--- src/rtl/mem_wb_writeback.sv ---
// -----------------------------------------------------------------------------
// mem_wb_writeback
// MEM/WB pipeline stage that feeds the register-file write port directly.
// It captures one memory-stage result and extends sub-word loads. It then
// selects link, load or ALU data and drives the register-file write controls.
// It also offers a forwarding tap and a saturating retired-instruction counter.
//
// Ports
//   clk, rst_n          clock, asynchronous active-low reset
//   in_valid/in_ready   upstream handshake (in_ready = !valid | !hold)
//   hold, flush         downstream stall / kill of the staged instruction
//   in_*                memory-stage fields captured on accept
//   wb_*                register-file write controls, qualified by retire
//   fwd_*               forwarding tap (valid while staged, not retire-gated)
//   wb_misalign         misaligned-load pulse on retire (write suppressed)
//   retired_cnt         saturating count of retired instructions
// -----------------------------------------------------------------------------
module mem_wb_writeback #(
  parameter int DATA_W   = 32,
  parameter int REG_AW   = 5,
  parameter int LINK_REG = 31,
  parameter int CNT_W    = 16
) (
  input  logic              clk,
  input  logic              rst_n,
  input  logic              in_valid,
  output logic              in_ready,
  input  logic              hold,
  input  logic              flush,
  input  logic [DATA_W-1:0] in_alu_result,
  input  logic [DATA_W-1:0] in_mem_data,
  input  logic [DATA_W-1:0] in_pc_plus4,
  input  logic [REG_AW-1:0] in_dest,
  input  logic              in_reg_write,
  input  logic              in_mem_to_reg,
  input  logic              in_jal,
  input  logic [1:0]        in_load_size,
  input  logic              in_load_signed,
  input  logic [1:0]        in_byte_off,
  output logic              wb_reg_write,
  output logic [REG_AW-1:0] wb_write_addr,
  output logic [DATA_W-1:0] wb_write_data,
  output logic              wb_jal,
  output logic [DATA_W-1:0] wb_link_data,
  output logic              fwd_valid,
  output logic [REG_AW-1:0] fwd_addr,
  output logic [DATA_W-1:0] fwd_data,
  output logic              wb_misalign,
  output logic [CNT_W-1:0]  retired_cnt
);

  logic              r_valid;
  logic [DATA_W-1:0] r_alu_result;
  logic [DATA_W-1:0] r_mem_data;
  logic [DATA_W-1:0] r_pc_plus4;
  logic [REG_AW-1:0] r_dest;
  logic              r_reg_write;
  logic              r_mem_to_reg;
  logic              r_jal;
  logic [1:0]        r_load_size;
  logic              r_load_signed;
  logic [1:0]        r_byte_off;
  logic [CNT_W-1:0]  r_cnt;

  logic              w_retire;
  logic              w_misalign;
  logic [7:0]        w_byte;
  logic [15:0]       w_half;
  logic [DATA_W-1:0] w_ext;
  logic [DATA_W-1:0] w_data;
  logic [REG_AW-1:0] w_addr;
  logic              w_wr_cond;

  assign in_ready = !r_valid || !hold;
  assign w_retire = r_valid && !hold;

  // Stage register: flush beats hold and capture; the incoming beat is dropped.
  always_ff @(posedge clk or negedge rst_n) begin
    if (!rst_n) begin
      r_valid       <= 1'b0;
      r_alu_result  <= {DATA_W{1'b0}};
      r_mem_data    <= {DATA_W{1'b0}};
      r_pc_plus4    <= {DATA_W{1'b0}};
      r_dest        <= {REG_AW{1'b0}};
      r_reg_write   <= 1'b0;
      r_mem_to_reg  <= 1'b0;
      r_jal         <= 1'b0;
      r_load_size   <= 2'b00;
      r_load_signed <= 1'b0;
      r_byte_off    <= 2'b00;
    end else if (flush) begin
      r_valid <= 1'b0;
    end else if (in_ready) begin
      if (in_valid) begin
        r_valid       <= 1'b1;
        r_alu_result  <= in_alu_result;
        r_mem_data    <= in_mem_data;
        r_pc_plus4    <= in_pc_plus4;
        r_dest        <= in_dest;
        r_reg_write   <= in_reg_write;
        r_mem_to_reg  <= in_mem_to_reg;
        r_jal         <= in_jal;
        r_load_size   <= in_load_size;
        r_load_signed <= in_load_signed;
        r_byte_off    <= in_byte_off;
      end else begin
        r_valid <= 1'b0;
      end
    end else begin
      r_valid <= r_valid;
    end
  end

  // Retire counter; a retiring instruction counts even if flushed on that edge.
  always_ff @(posedge clk or negedge rst_n) begin
    if (!rst_n) begin
      r_cnt <= {CNT_W{1'b0}};
    end else if (w_retire && (r_cnt != {CNT_W{1'b1}})) begin
      r_cnt <= r_cnt + {{(CNT_W-1){1'b0}}, 1'b1};
    end else begin
      r_cnt <= r_cnt;
    end
  end

  // Little-endian lane pick and extension of sub-word loads.
  always_comb begin
    w_byte     = 8'h00;
    w_half     = 16'h0000;
    w_ext      = r_mem_data;
    w_misalign = 1'b0;
    case (r_byte_off)
      2'b00:   w_byte = r_mem_data[7:0];
      2'b01:   w_byte = r_mem_data[15:8];
      2'b10:   w_byte = r_mem_data[23:16];
      2'b11:   w_byte = r_mem_data[31:24];
      default: w_byte = 8'h00;
    endcase
    if (r_byte_off[1]) begin
      w_half = r_mem_data[31:16];
    end else begin
      w_half = r_mem_data[15:0];
    end
    case (r_load_size)
      2'b00: begin
        w_ext = {{(DATA_W-8){r_load_signed & w_byte[7]}}, w_byte};
      end
      2'b01: begin
        w_ext      = {{(DATA_W-16){r_load_signed & w_half[15]}}, w_half};
        w_misalign = r_byte_off[0];
      end
      default: begin
        // Reserved size 2'b11 behaves as a word load.
        w_ext      = r_mem_data;
        w_misalign = (r_byte_off != 2'b00);
      end
    endcase
  end

  // Write data/address select and the unretired write condition.
  always_comb begin
    w_data    = r_alu_result;
    w_addr    = r_dest;
    w_wr_cond = 1'b0;
    if (r_jal) begin
      w_data = r_pc_plus4;
      w_addr = REG_AW'(LINK_REG);
    end else if (r_mem_to_reg) begin
      w_data = w_ext;
    end else begin
      w_data = r_alu_result;
    end
    // Misalignment only matters for loads; ALU results ignore the byte offset.
    w_wr_cond = r_jal ||
                (r_reg_write && (r_dest != {REG_AW{1'b0}}) && !(r_mem_to_reg && w_misalign));
  end

  assign wb_reg_write  = w_retire && w_wr_cond;
  assign wb_write_addr = w_addr;
  assign wb_write_data = w_data;
  assign wb_jal        = w_retire && r_jal;
  assign wb_link_data  = r_jal ? r_pc_plus4 : {DATA_W{1'b0}};
  assign wb_misalign   = w_retire && r_mem_to_reg && r_reg_write && w_misalign;
  assign fwd_valid     = r_valid && w_wr_cond;
  assign fwd_addr      = w_addr;
  assign fwd_data      = w_data;
  assign retired_cnt   = r_cnt;

endmodule

--- config.mk ---
export PLATFORM = sky130hd
export DESIGN_NAME = mem_wb_writeback
export DESIGN_NICKNAME = d
export VERILOG_FILES = /design/src/rtl/mem_wb_writeback.sv
export SDC_FILE = /design/constraint.sdc
export NUM_CORES = 1
export LEC_CHECK = 0
export CAP_MARGIN = 40
export CORE_MARGIN = 2
export CORE_UTILIZATION = 45
export DETAILED_ROUTE_END_ITERATION = 6
export PLACE_DENSITY = 0.8
export RECOVER_POWER = 50
export SYNTH_ARGS = -nofsm -noshare
export SYNTH_HDL_FRONTEND = slang
export SYNTH_SLANG_ARGS = --single-unit
--- constraint.sdc ---
create_clock -name clk -period 3 [get_ports clk]
set_clock_uncertainty 0.15 [all_clocks]
set_input_delay 0.6 -clock clk [delete_from_list [all_inputs] [get_ports clk]]
set_output_delay 0.6 -clock clk [all_outputs]
set_load 0.05 [all_outputs]
==> out/qor.csv <==
metric,value,unit
status,"finished, violations left",
violations,"max-capacitance violations, max-slew violations, negative setup slack",
fin_crit,3.02,ns
track_usage,0.250,
dieArea,15900,µm²
drc_errors,0,
yosysWarnings,0,
ir_drop,0.542,mV
min_path_type,reg2reg,
grt_max_degree,110,
seq_area_frac_synth,0.471,
nNetsFinal,948,
die_w,126,µm
place_congestion,0.881,
slowest_stage,dfrtp_4,
grt_pass1_vias,5775,
synth_cell_types,49,
synthXorXnorAreaFrac,0.0183,
cts_buffers,17,
critPathLaunchType,flip-flop,
pwr-share-clk,0.264,
worstMarginPinSlew,1.64,ns
power_switching_share,0.413,
timing.final.ws_setup,-0.0160,ns
multi_input_area,3300,µm²
ios,241,
routed_via_density,5.46,
ys_ff_latch,126,
hold_violations,0,
path_clk_slew,0.06,ns
cts_tree,done,
ant_nets,0,
grt_overflow_total,0,
postSynthCellCount,629,
crit_arrival,2.27,ns
antenna_found_initial,0,
rsz0062_at_grt,true,
num-fill-cells,1063,
wl_per_cell,19.3,µm
port_buffers,240,
relSlewSlack,-0.0965,
p_int,5.19,mW
cp-end-kind,output pin,
start_util,0.461,
grt_pass1_wl,31.1,mm
path_cells,buf_12 > and2_1 > a221oi_1 > a2bb2oi_2 > buf_12,
avgSynthCellArea,10.6,µm²
min_from,retired_cnt[15],
max-cap-violations,2,
cts_buffer_depth,2,
crit_start,r_jal,
p_per_area,868,nW/µm²
fmax,332,MHz
synth_enable_flop_cells,0,
dr.pass1.iters,4,
layout-drive-gt1-share,0.353,
period_share,1.01,
synthAdderAreaFrac,0.00187,
critPathTopFamily,compound AO/OA/AOI/OAI gates,
cp_num_buf_inv,2,
crit_type,reg2out,
setup_viol,2,
diodes,0,
syn2layout_area_growth,52.2,%
pwr-share-seq,0.254,
finalWirelength,19.9,mm
final_cell_mix,"clkdlybuf4s50_1 (143), dfrtp_1 (123), mux2_2 (111)",
drtIter0Drc,370,
syn_nets,744,
cp.required,2.25,ns
ys.flop_type,dfrtp_1,
seq_area,3160,µm²
synth_compound_area_frac,0.0979,
clock_sinks,126,
slowest_delay,0.59,ns
clock-root-buffer,clkbuf_16,
routed-via-count,5622,
slew_viol_final,175,
netlist_area,6700,µm²
final_common_cell,clkdlybuf4s50_1,
synthSimpleGateAreaFrac,0.116,
dpl.hpwl,14.3,mm
core_area,14500,µm²
tns,-0.0309,ns
p_leak,4.51,nW
htree_levels,4,
finish.utilization,0.701,
cp_common_cell,buf_12,
r2r-start,r_valid,
synth_mux_area_frac,0.211,
clock_latency,0.41,ns
synth_top_family_by_area,multiplexers,
power.switching,3.66,mW
pwr-share-comb,0.483,
synthArstFlopShare,1.00,
die_h,126,µm
top_regs,"r_alu_result x32, r_mem_data x32, r_pc_plus4 x32",
fp-row-count,44,
crit_path_max_fanout,40,
hold_slack,0.343,ns
## per-layer routing
metal | vias up | global-route usage | share of wire | wire length (µm)
met2 | 230 | 0.412 | 0.51 | 10100
li1 | 2587 | - | - | -
met5 | - | 0 | 0 | 0
met4 | 0 | 0.0957 | 0.018 | 367
met1 | 2782 | 0.321 | 0.40 | 8010
met3 | 23 | 0.0607 | 0.072 | 1440
## metrics by stage
stage          instances  instance area, µm²  setup WS [ns]  total power, mW
5_1_grt             1030               10200         -0.157             9.21
6_report            1030               10200        -0.0160             8.85
4_1_cts             1028               10000        -0.0680             8.70
3_3_place_gp         996                9320          0.179             6.28
2_1_floorplan        629                6920        -0.0507             5.08
3_5_place_dp         996                9320          0.116             6.34
## power groups by stage
stage          combinational (mW)  sequential, mW  clock, mW
6_report                     4.27            2.24       2.33
5_1_grt                      4.45            2.28       2.47
4_1_cts                      4.09            2.23       2.38
3_5_place_dp                 4.09            2.25          0
3_3_place_gp                 4.04            2.23          0
2_1_floorplan                2.80            2.28          0
## layout make-up
class	instances	area share
clock buffer	19	0.0425
clock inverter	13	0.0232
inverter	32	0.0123
multi-input combinational	398	0.324
sequential	126	0.310
tap	184	0.0226
timing repair buffer	258	0.266
## Yosys cell counts (2+ instances only)
| master | count | area (µm²) |
|---|---|---|
| or3_1 | 2 | 12.5 |
| buf_2 | 18 | 90.1 |
| nor2_1 | 47 | 176 |
| or2_2 | 7 | 43.8 |
| nor3_2 | 3 | 30.0 |
| inv_1 | 28 | 105 |
| mux2_2 | 111 | 1250 |
| nand2_1 | 58 | 218 |
| nand3_1 | 6 | 30.0 |
| nand2b_1 | 2 | 12.5 |
| nor3b_1 | 2 | 15.0 |
| a2bb2oi_1 | 8 | 70.1 |
| a21o_1 | 3 | 22.5 |
| a221oi_1 | 14 | 123 |
| o31ai_1 | 7 | 52.6 |
| buf_4 | 38 | 285 |
| a31oi_1 | 16 | 100 |
| clkinv_1 | 4 | 15.0 |
| buf_1 | 4 | 15.0 |
| a21oi_1 | 34 | 170 |
| dfrtp_1 | 126 | 3150 |
| a22o_1 | 7 | 61.3 |
| nor2b_1 | 2 | 12.5 |
| xor2_1 | 11 | 96.3 |
| mux2i_1 | 15 | 150 |
| nand4_1 | 6 | 37.5 |
| clkbuf_1 | 12 | 45.0 |
| xnor2_1 | 3 | 26.3 |
| and2_1 | 11 | 68.8 |
| nor3_1 | 5 | 25.0 |
## kinds of logic after synthesis
kind of cell | after synthesis
AO/OA/AOI/OAI | 96
XOR/XNOR | 14
adder cells (fa/ha/maj) | 1
buffers and inverters | 105
flip-flops | 126
multiplexers | 127
AND/OR/NAND/NOR | 160
## timing repair
item / 4_1_cts / 5_1_grt
hold buffers: 0 / 0
buffers inserted: 0 / 1
gates resized for setup: 28 / 46
cloned: 0 / 1
endpoints found under the setup margin: 52 / 62
pin swaps: 0 / 1
hold endpoints to repair: 0 / 0
## path summary, 6_finish.rpt
kind | end | slack, ns | cells past startpoint
setup / recovery | wb_write_data[13] | -0.02 | 5
hold / removal | retired_cnt[15] | 0.34 | 1
setup reg to reg | r_pc_plus4[10] | 0.52 | 4
hold reg to reg | retired_cnt[15] | 0.34 | 1
max in group asynchronous | r_mem_data[3] | 0.46 | 2
min in group asynchronous | r_alu_result[18] | 0.45 | 1
No activity file was read; power rests on OpenSTA's default activity.
